[src/rtl/maze_pkg.sv]
// Shared types and constants for the maze memory arbiter.
package maze_pkg;

  typedef enum logic [1:0] {
    IDLE,
    ACCESS,
    RESP
  } arb_state_t;

  typedef enum logic {
    REQ_RAT,
    REQ_HOST
  } req_id_t;

  localparam int STAT_W = 16;

  // Memory address width for an N-bit coordinate pair {y, x}.
  function automatic int addr_w(input int n);
    return 2 * n;
  endfunction

endpackage

[src/rtl/maze_mem_arbiter_if.sv]
// Bus bundle between the two requesters, the arbiter and the maze RAM.
// slave: arbiter view. master: requester/memory environment view.
interface maze_mem_arbiter_if #(parameter int N = 4);
  import maze_pkg::*;

  localparam int AW = addr_w(N);

  logic          rat_rd;
  logic          rat_wr;
  logic [N-1:0]  rat_x;
  logic [N-1:0]  rat_y;
  logic          rat_wdata;
  logic          rat_rdata;
  logic          rat_ack;

  logic          host_rd;
  logic          host_wr;
  logic [AW-1:0] host_addr;
  logic          host_wdata;
  logic          host_lock;
  logic          host_rdata;
  logic          host_ack;

  logic [AW-1:0] mem_addr;
  logic          mem_rd;
  logic          mem_wr;
  logic          mem_din;
  logic          mem_dout;

  logic          busy;

  modport slave (
    input  rat_rd, rat_wr, rat_x, rat_y, rat_wdata,
    output rat_rdata, rat_ack,
    input  host_rd, host_wr, host_addr, host_wdata, host_lock,
    output host_rdata, host_ack,
    output mem_addr, mem_rd, mem_wr, mem_din,
    input  mem_dout,
    output busy
  );

  modport master (
    output rat_rd, rat_wr, rat_x, rat_y, rat_wdata,
    input  rat_rdata, rat_ack,
    output host_rd, host_wr, host_addr, host_wdata, host_lock,
    input  host_rdata, host_ack,
    input  mem_addr, mem_rd, mem_wr, mem_din,
    output mem_dout,
    input  busy
  );

endinterface

[src/rtl/maze_mem_arbiter_rr_arb2.sv]
// Combinational 2-way round-robin picker; mask_rat hides the rat while the host holds the lock.
module rr_arb2
  import maze_pkg::*;
(
  input  logic [1:0] req,
  input  req_id_t    last,
  input  logic       mask_rat,
  output logic       gnt_valid,
  output req_id_t    gnt_id
);

  logic [1:0] eff;

  // Pick the active requester; on contention prefer the one not granted last.
  always_comb begin
    eff       = {req[1], req[0] & ~mask_rat};
    gnt_valid = |eff;
    gnt_id    = REQ_RAT;
    if (eff == 2'b11) begin
      gnt_id = (last == REQ_RAT) ? REQ_HOST : REQ_RAT;
    end else if (eff[1]) begin
      gnt_id = REQ_HOST;
    end
  end

endmodule

[src/rtl/maze_mem_arbiter.sv]
// Maze RAM arbiter: rat solver vs host port, IDLE -> ACCESS -> RESP sequencer.
// Optional ack/conflict statistics are built when MAZE_ARB_STATS_EN is defined.
//
//   state  | meaning
//   IDLE   | pick a winner, capture its op/address/data
//   ACCESS | drive memory strobe for the captured op
//   RESP   | one-cycle ack to winner, read data from mem_dout
module maze_mem_arbiter
  import maze_pkg::*;
#(
  parameter int N = 4
) (
  input  logic                clk,
  input  logic                rst,
  maze_mem_arbiter_if.slave   bus
`ifdef MAZE_ARB_STATS_EN
  ,
  output logic [STAT_W-1:0]   rat_cnt,
  output logic [STAT_W-1:0]   host_cnt,
  output logic [STAT_W-1:0]   conflict_cnt
`endif
);

  localparam int AW = addr_w(N);

  arb_state_t    state_q, state_d;
  req_id_t       last_q, last_d;
  req_id_t       id_q, id_d;
  logic          locked_q, locked_d;
  logic          wr_q, wr_d;
  logic [AW-1:0] addr_q, addr_d;
  logic          wdata_q, wdata_d;

  logic    rat_act, host_act;
  logic    gnt_valid;
  req_id_t gnt_id;
  logic    rat_ack_w, host_ack_w;

  assign rat_act  = bus.rat_rd | bus.rat_wr;
  assign host_act = bus.host_rd | bus.host_wr;

  rr_arb2 u_rr_arb2 (
    .req       ({host_act, rat_act}),
    .last      (last_q),
    .mask_rat  (locked_q),
    .gnt_valid (gnt_valid),
    .gnt_id    (gnt_id)
  );

  // State and captured-transaction registers.
  always_ff @(posedge clk) begin
    if (rst) begin
      state_q  <= IDLE;
      last_q   <= REQ_HOST;
      id_q     <= REQ_RAT;
      locked_q <= 1'b0;
      wr_q     <= 1'b0;
      addr_q   <= '0;
      wdata_q  <= 1'b0;
    end else begin
      state_q  <= state_d;
      last_q   <= last_d;
      id_q     <= id_d;
      locked_q <= locked_d;
      wr_q     <= wr_d;
      addr_q   <= addr_d;
      wdata_q  <= wdata_d;
    end
  end

  // Next-state: arbitrate and capture in IDLE, sample host_lock in a host RESP.
  always_comb begin
    state_d  = state_q;
    last_d   = last_q;
    id_d     = id_q;
    locked_d = locked_q;
    wr_d     = wr_q;
    addr_d   = addr_q;
    wdata_d  = wdata_q;
    case (state_q)
      IDLE: begin
        if (locked_q && !bus.host_lock) locked_d = 1'b0;
        if (gnt_valid) begin
          id_d    = gnt_id;
          last_d  = gnt_id;
          state_d = ACCESS;
          if (gnt_id == REQ_HOST) begin
            wr_d    = bus.host_wr;
            addr_d  = bus.host_addr;
            wdata_d = bus.host_wdata;
          end else begin
            wr_d    = bus.rat_wr;
            addr_d  = {bus.rat_y, bus.rat_x};
            wdata_d = bus.rat_wdata;
          end
        end
      end
      ACCESS: state_d = RESP;
      RESP: begin
        state_d = IDLE;
        if (id_q == REQ_HOST) locked_d = bus.host_lock;
      end
      default: state_d = IDLE;
    endcase
  end

  assign rat_ack_w  = (state_q == RESP) && (id_q == REQ_RAT);
  assign host_ack_w = (state_q == RESP) && (id_q == REQ_HOST);

  assign bus.mem_addr   = addr_q;
  assign bus.mem_rd     = (state_q == ACCESS) && !wr_q;
  assign bus.mem_wr     = (state_q == ACCESS) && wr_q;
  assign bus.mem_din    = (state_q == ACCESS) && wdata_q;
  assign bus.rat_ack    = rat_ack_w;
  assign bus.host_ack   = host_ack_w;
  assign bus.rat_rdata  = rat_ack_w && !wr_q && bus.mem_dout;
  assign bus.host_rdata = host_ack_w && !wr_q && bus.mem_dout;
  assign bus.busy       = (state_q != IDLE);

`ifdef MAZE_ARB_STATS_EN
  logic [STAT_W-1:0] rat_cnt_q, host_cnt_q, conf_cnt_q;
  logic              conflict;

  assign conflict = (state_q == IDLE) && rat_act && (host_act || locked_q);

  // Saturating ack and contention counters.
  always_ff @(posedge clk) begin
    if (rst) begin
      rat_cnt_q  <= '0;
      host_cnt_q <= '0;
      conf_cnt_q <= '0;
    end else begin
      if (rat_ack_w && (rat_cnt_q != '1))   rat_cnt_q  <= rat_cnt_q + STAT_W'(1);
      if (host_ack_w && (host_cnt_q != '1)) host_cnt_q <= host_cnt_q + STAT_W'(1);
      if (conflict && (conf_cnt_q != '1))   conf_cnt_q <= conf_cnt_q + STAT_W'(1);
    end
  end

  assign rat_cnt      = rat_cnt_q;
  assign host_cnt     = host_cnt_q;
  assign conflict_cnt = conf_cnt_q;
`endif

endmodule

[src/flat_wrapper.sv]
// flat-port wrapper written by rule: the top's interface ports become plain ports
module maze_mem_arbiter_flat import maze_pkg::*;
#(
  parameter int N = 4
)
  (clk, rst, bus_rat_rd, bus_rat_wr, bus_rat_x, bus_rat_y, bus_rat_wdata, bus_rat_rdata, bus_rat_ack, bus_host_rd, bus_host_wr, bus_host_addr, bus_host_wdata, bus_host_lock, bus_host_rdata, bus_host_ack, bus_mem_addr, bus_mem_rd, bus_mem_wr, bus_mem_din, bus_mem_dout, bus_busy);
  maze_mem_arbiter_if #(.N(N)) bus_i ();
  input  logic clk;
  input  logic rst;
  input wire logic [$bits(bus_i.rat_rd)-1:0] bus_rat_rd;
  input wire logic [$bits(bus_i.rat_wr)-1:0] bus_rat_wr;
  input wire logic [$bits(bus_i.rat_x)-1:0] bus_rat_x;
  input wire logic [$bits(bus_i.rat_y)-1:0] bus_rat_y;
  input wire logic [$bits(bus_i.rat_wdata)-1:0] bus_rat_wdata;
  output wire logic [$bits(bus_i.rat_rdata)-1:0] bus_rat_rdata;
  output wire logic [$bits(bus_i.rat_ack)-1:0] bus_rat_ack;
  input wire logic [$bits(bus_i.host_rd)-1:0] bus_host_rd;
  input wire logic [$bits(bus_i.host_wr)-1:0] bus_host_wr;
  input wire logic [$bits(bus_i.host_addr)-1:0] bus_host_addr;
  input wire logic [$bits(bus_i.host_wdata)-1:0] bus_host_wdata;
  input wire logic [$bits(bus_i.host_lock)-1:0] bus_host_lock;
  output wire logic [$bits(bus_i.host_rdata)-1:0] bus_host_rdata;
  output wire logic [$bits(bus_i.host_ack)-1:0] bus_host_ack;
  output wire logic [$bits(bus_i.mem_addr)-1:0] bus_mem_addr;
  output wire logic [$bits(bus_i.mem_rd)-1:0] bus_mem_rd;
  output wire logic [$bits(bus_i.mem_wr)-1:0] bus_mem_wr;
  output wire logic [$bits(bus_i.mem_din)-1:0] bus_mem_din;
  input wire logic [$bits(bus_i.mem_dout)-1:0] bus_mem_dout;
  output wire logic [$bits(bus_i.busy)-1:0] bus_busy;
  assign bus_i.rat_rd = bus_rat_rd;
  assign bus_i.rat_wr = bus_rat_wr;
  assign bus_i.rat_x = bus_rat_x;
  assign bus_i.rat_y = bus_rat_y;
  assign bus_i.rat_wdata = bus_rat_wdata;
  assign bus_rat_rdata = bus_i.rat_rdata;
  assign bus_rat_ack = bus_i.rat_ack;
  assign bus_i.host_rd = bus_host_rd;
  assign bus_i.host_wr = bus_host_wr;
  assign bus_i.host_addr = bus_host_addr;
  assign bus_i.host_wdata = bus_host_wdata;
  assign bus_i.host_lock = bus_host_lock;
  assign bus_host_rdata = bus_i.host_rdata;
  assign bus_host_ack = bus_i.host_ack;
  assign bus_mem_addr = bus_i.mem_addr;
  assign bus_mem_rd = bus_i.mem_rd;
  assign bus_mem_wr = bus_i.mem_wr;
  assign bus_mem_din = bus_i.mem_din;
  assign bus_i.mem_dout = bus_mem_dout;
  assign bus_busy = bus_i.busy;
  maze_mem_arbiter #(.N(N)) u_core (.clk(clk), .rst(rst), .bus(bus_i));
endmodule
[config.mk]
export PLATFORM = sky130hd
export DESIGN_NAME = maze_mem_arbiter_flat
export DESIGN_NICKNAME = d
export VERILOG_FILES = /design/src/rtl/maze_pkg.sv /design/src/rtl/maze_mem_arbiter_if.sv /design/src/rtl/maze_mem_arbiter_rr_arb2.sv /design/src/rtl/maze_mem_arbiter.sv /design/src/flat_wrapper.sv
export SDC_FILE = /design/constraint.sdc
export NUM_CORES = 1
export LEC_CHECK = 0
export BUFFER_PORTS_ARGS = -buffer_cell sky130_fd_sc_hd__buf_2
export CAP_MARGIN = 20
export CORE_UTILIZATION = 41
export CTS_BUF_LIST = sky130_fd_sc_hd__clkbuf_16
export CTS_CLUSTER_SIZE = 16
export DETAILED_ROUTE_END_ITERATION = 16
export GPL_ROUTABILITY_DRIVEN = 0
export PLACE_DENSITY_LB_ADDON = 0.2
export RECOVER_POWER = 100
export SYNTH_ARGS = -nofsm -noshare
export SYNTH_HDL_FRONTEND = slang
export SYNTH_SLANG_ARGS = --single-unit
[constraint.sdc]
create_clock -name clk -period 1.9 [get_ports clk]
set_input_delay 0.38 -clock clk [delete_from_list [all_inputs] [get_ports clk]]
set_output_delay 0.38 -clock clk [all_outputs]
set_load 0.03 [all_outputs]
==> flow_metrics.py, run 1 <==
metrics = {
    "layout": {
        "seq_area_um2": 300,
        "fill_cells": 172,
        "drive_gt1_share_pct": 34.1,
        "n_antenna_cell": 0,
        "multi_input_area_um2": 405,
        "layout.nets": 150,
        "syn2layout_area_growth_pct": 35.8,
        "design_area_um2": 1030,
    },
    "critical_path": {
        "timing.rr.start": "u_core.state_q[1]",
        "crit_path_end_kind": "output pin",
        "worstSetupPathType": "flop to output pin",
        "crit_path_max_fanout": 4,
        "required_ns": 1.52,
        "crit_path_start_kind": "flop",
        "rrSetupSlack_ns": 0.27,
        "critical_path.startpoint": "u_core.state_q[0]",
        "critPathArrivalTime_ns": 1.32,
    },
    "power": {
        "power.internal_uw": 724,
        "peakVddDrop_uv": 550,
        "total_power_mw": 1.04,
        "power_frac_comb_pct": 25.8,
        "p_sw_share_pct": 30.2,
        "power_leakage_nw": 0.446,
        "cellPowerDensity_nw_per_um2": 1010,
        "p_sw_uw": 314,
        "power_frac_clock_pct": 38.1,
        "pwr-share-seq_pct": 36.1,
    },
    "clock_network": {
        "cts_tree": "built",
        "clockBufferDepth": 2,
        "cts_buffers": 3,
        "root_buffer": "clkbuf_16",
        "insertion_delay_ns": 0.24,
        "htreeDepth": 1,
        "cts_setup_buffers": 0,
        "cts.sinks": 15,
        "path_clk_slew_ns": 0.05,
        "hold_buffers": 0,
        "cts_resized": 0,
    },
    "synth": {
        "synth_warnings": 0,
        "synth.top_cell.area_share_pct": 39.7,
        "ys_top_cells_by_area": "dfxtp_1, mux2i_1, a21oi_2, o21ai_1, buf_6",
        "yosys.area.top_type": "dfxtp_1",
        "syn_area_um2": 756,
        "synthCells": 80,
        "ys_seq_area_share_pct": 39.7,
        "ys_seq_elements": 15,
        "synthFlopType": "dfxtp_1",
        "ys_types": 24,
        "avgSynthCellArea_um2": 9.45,
        "synth_nets": 106,
        "async_flop_share_pct": 0,
        "synth-edff-count": 0,
    },
    "timing": {
        "clock_skew_ns": 0.00221,
        "hold_viol": 0,
        "fin_crit_sh_pct": 89.2,
        "finalCriticalPeriod_ns": 1.70,
        "setup-violations-final": 0,
        "relSlewSlack_pct": 74.9,
        "worst_slack_ns": 0.205,
        "hold_ws_ns": 0.339,
        "fin_tns_setup_ns": 0,
        "drv_slew": 0,
        "tightest_slew_ns": 0.378,
        "rsz0062_at_grt": "false",
        "fmax_mhz": 590,
    },
    "die": {
        "die_h_um": 44.9,
        "pin_count": 42,
        "rows": 15,
        "fp.coreArea_um2": 1730,
        "die_w_um": 44.9,
        "die_area_um2": 2020,
        "initial_core_util_pct": 43.8,
    },
    "place": {
        "hpwl_um": 1140,
        "placed_cell_area_um2": 975,
        "port_buffers": 41,
        "dp_slack_ns": 0.353,
    },
    "grt": {
        "grtUsageTotal_pct": 17.6,
        "grt_pass1_vias": 628,
        "grt_pass1_wl_um": 2510,
        "grt.overflow.total": 0,
        "antenna_found_initial": 0,
        "grt_start_max_net_pins": 14,
    },
    "detailed_routing": {
        "first_iter_violations": 5,
        "finalWirelength_um": 1560,
        "wl_per_cell_um": 10.6,
        "drc": 0,
        "antenna_left": 0,
        "vias": 711,
        "drt-pass1-iter-count": 4,
        "viasPerCell": 4.80,
    },
    "status": {
        "outcome": "finished clean",
    },
    "job": {
        "cap_violations": 0,
    },
    "min_path": {
        "hp-class": "primary input to flop",
        "hp-start": "rst",
    },
}
-- stage by stage --
step / utilization, % / instances
global placement: 56.4 / 144
finish: 59.4 / 148
detailed placement: 56.4 / 144
global route: 59.4 / 148
floorplan: - / 80
CTS: 61.0 / 148
-- layer usage --
metal	wire (um)	global-route usage [%]
met1	705	20.1
met2	773	29.9
met3	63	3.60
met4	21	10.9
met5	0	0
-- cell families after synthesis --
| kind of cell | after synthesis | synth area share (%) |
|---|---|---|
| simple gates | 22 | 16.9 |
| mux | 9 | 11.9 |
| compound gates | 26 | 24.5 |
| buf+inv | 8 | 6.95 |
| flops | 15 | 39.7 |
-- worst max-delay path: stages, from the launching register on --
cell and delay [ns]:
dfxtp_1 0.33, nand3b_1 0.18, inv_1 0.10, and3_1 0.15
clkbuf_1 0.30
-- synth_stat cells (all sizes together), types with 2 or more instances --
cell    count
nand3b      2
nor2        6
nand2b      4
dfxtp      15
inv         4
and3        2
or2         2
o21ai      10
a21oi      14
buf         3
mux2i       9
-- layout by cell type (no fill, tap or decap), types with 3 or more instances in the layout --
cell type / instances
o21ai_0: 4
clkbuf_1: 16
nor2_1: 6
mux2i_1: 9
a21oi_1: 3
o21ai_1: 6
a21oi_2: 10
nand2b_1: 4
buf_2: 25
inv_1: 5
clkbuf_16: 3
dfxtp_1: 15
-- state kept, by name (all words and copies together) (netlist names) --
| register | count |
|---|---|
| u_core.wr_q | 1 |
| u_core.bus.mem_addr | 8 |
| u_core.last_q | 1 |
| u_core.wdata_q | 1 |
| u_core.state_q | 2 |
| u_core.id_q | 1 |
| u_core.locked_q | 1 |
-- cell type report --
class | count | area share (%)
clock buffer | 3 | 7.32
clock inverter | 1 | 0.366
inverter | 4 | 1.46
multi-input combinational | 57 | 39.5
sequential | 15 | 29.3
tap | 25 | 3.05
timing repair buffer | 43 | 19.0
-- final timing paths --
| kind | to | cells after the start |
|---|---|---|
| max | bus_host_rdata | 4 |
| min | u_core.id_q | 2 |
| max reg2reg | u_core.bus.mem_addr[5] | 5 |
| min reg2reg | u_core.last_q | 2 |
-- power by group through the flow --
stage          Combinational, mW  Sequential [mW]  Clock [mW]
5_1_grt                    0.293            0.379       0.422
6_report                   0.268            0.375       0.396
4_1_cts                    0.287            0.375       0.406
3_3_place_gp               0.279            0.379           0
2_1_floorplan              0.173            0.422           0
3_5_place_dp               0.285            0.380           0
(Power assumes the default switching activity.)
==> run 2, diff against run 1 <==
--- a/config.mk
+++ b/config.mk
@@ -7,7 +7,7 @@
 export LEC_CHECK = 0
 export BUFFER_PORTS_ARGS = -buffer_cell sky130_fd_sc_hd__buf_2
 export CAP_MARGIN = 20
-export CORE_UTILIZATION = 41
+export CORE_UTILIZATION = 46
 export CTS_BUF_LIST = sky130_fd_sc_hd__clkbuf_16
 export CTS_CLUSTER_SIZE = 16
 export DETAILED_ROUTE_END_ITERATION = 16
==> flow_metrics.py, run 2 (same netlist as run 1, synthesis figures left out) <==
metrics = {
    "critical_path": {
        "crit_path_start_kind": "flop",
        "crit_path_end_kind": "output pin",
        "crit_path_max_fanout": 4,
        "critPathArrivalTime_ns": 1.30,
        "rr_worst_depth": 5,
        "required_ns": 1.52,
        "worstSetupPathType": "flop to output pin",
    },
    "clock_network": {
        "hold_buffers": 0,
        "clockBufferDepth": 2,
        "cts_buffers": 3,
        "root_buffer": "clkbuf_16",
        "path_clk_slew_ns": 0.04,
        "cts_setup_buffers": 0,
        "cts_resized": 0,
        "cts.sinks": 15,
        "cts_tree": "built",
        "insertion_delay_ns": 0.24,
        "htreeDepth": 1,
    },
    "timing": {
        "drv_slew": 0,
        "fin_crit_sh_pct": 88.5,
        "hold_ws_ns": 0.350,
        "setup-violations-final": 0,
        "fmax_mhz": 595,
        "rsz0062_at_grt": "false",
        "tightest_slew_ns": 0.373,
        "hold_viol": 0,
        "relSlewSlack_pct": 75.2,
        "finalCriticalPeriod_ns": 1.68,
        "worst_slack_ns": 0.218,
        "clock_skew_ns": 0.00131,
        "fin_tns_setup_ns": 0,
    },
    "place": {
        "placed_cell_area_um2": 963,
        "place_inst": 135,
        "dp_slack_ns": 0.383,
        "port_buffers": 41,
        "hpwl_um": 1130,
    },
    "die": {
        "rows": 14,
        "die_h_um": 42.5,
        "fp.coreArea_um2": 1520,
        "pin_count": 42,
        "initial_core_util_pct": 49.6,
        "die_area_um2": 1810,
        "die_w_um": 42.5,
    },
    "layout": {
        "largest_reg_flops": 8,
        "fin_cells": 139,
        "seq_area_um2": 300,
        "layout.nets": 150,
        "multi_input_area_um2": 405,
        "design_area_um2": 1020,
        "layout_commonest_cell": "buf_2",
        "drive_gt1_share_pct": 34.1,
        "most-common-layout-cells": "buf_2, clkbuf_1, dfxtp_1",
        "n_antenna_cell": 0,
        "syn2layout_area_growth_pct": 34.9,
        "fill_cells": 142,
        "fin_util_pct": 66.9,
    },
    "detailed_routing": {
        "drc": 0,
        "drt-pass1-iter-count": 4,
        "finalWirelength_um": 1530,
        "wl_per_cell_um": 11.0,
        "antenna_left": 0,
        "first_iter_violations": 5,
        "vias": 704,
        "viasPerCell": 5.06,
    },
    "grt": {
        "grt_start_max_net_pins": 14,
        "grt_pass1_vias": 629,
        "grt_pass1_wl_um": 2550,
        "grt.overflow.total": 0,
        "antenna_found_initial": 0,
        "grtUsageTotal_pct": 18.7,
    },
    "power": {
        "peakVddDrop_uv": 622,
        "power_leakage_nw": 0.448,
        "cellPowerDensity_nw_per_um2": 1020,
        "total_power_mw": 1.04,
    },
    "status": {
        "outcome": "finished clean",
    },
    "job": {
        "cap_violations": 0,
    },
    "min_path": {
        "hp-class": "primary input to flop",
        "holdPathStages": 3,
    },
}
[run 2: per-layer routing]
metal | global-route usage, % | up-vias | share of wire (%)
met3 | 3.88 | 5 | 6.2
li1 | - | 369 | -
met1 | 21.9 | 306 | 42
met4 | 9.38 | 0 | 1.9
met5 | 0 | - | 0
met2 | 32.0 | 24 | 50
[run 2: area by class of cell]
cell class / instances / area share [%]
multi-input cells: 57 / 39.8
clock buffers: 3 / 7.36
repair buffers: 43 / 19.6
clock inverters: 1 / 0.368
inverters: 4 / 1.47
well taps: 16 / 1.96
flip-flops and latches: 15 / 29.4
[run 2: critical path, cell delays in order, from the launching register on]
cell      delay (ns)
dfxtp_1         0.33
nand3b_1        0.18
inv_1           0.10
and3_1          0.16
clkbuf_1        0.30
[run 2: power breakdown]
part | switching, mW | internal (mW)
Sequential | 0.0204 | 0.353
Combinational | 0.173 | 0.0964
Clock | 0.115 | 0.277
[run 2: worst paths after layout]
check	from	endpoint	slack, ns
worst min register to register	u_core.last_q	u_core.last_q	0.49
worst max-delay path	u_core.state_q[0]	bus_host_rdata	0.22
worst max register to register	u_core.state_q[1]	u_core.bus.mem_addr[7]	0.35
worst min-delay path	bus_host_lock	u_core.locked_q	0.35
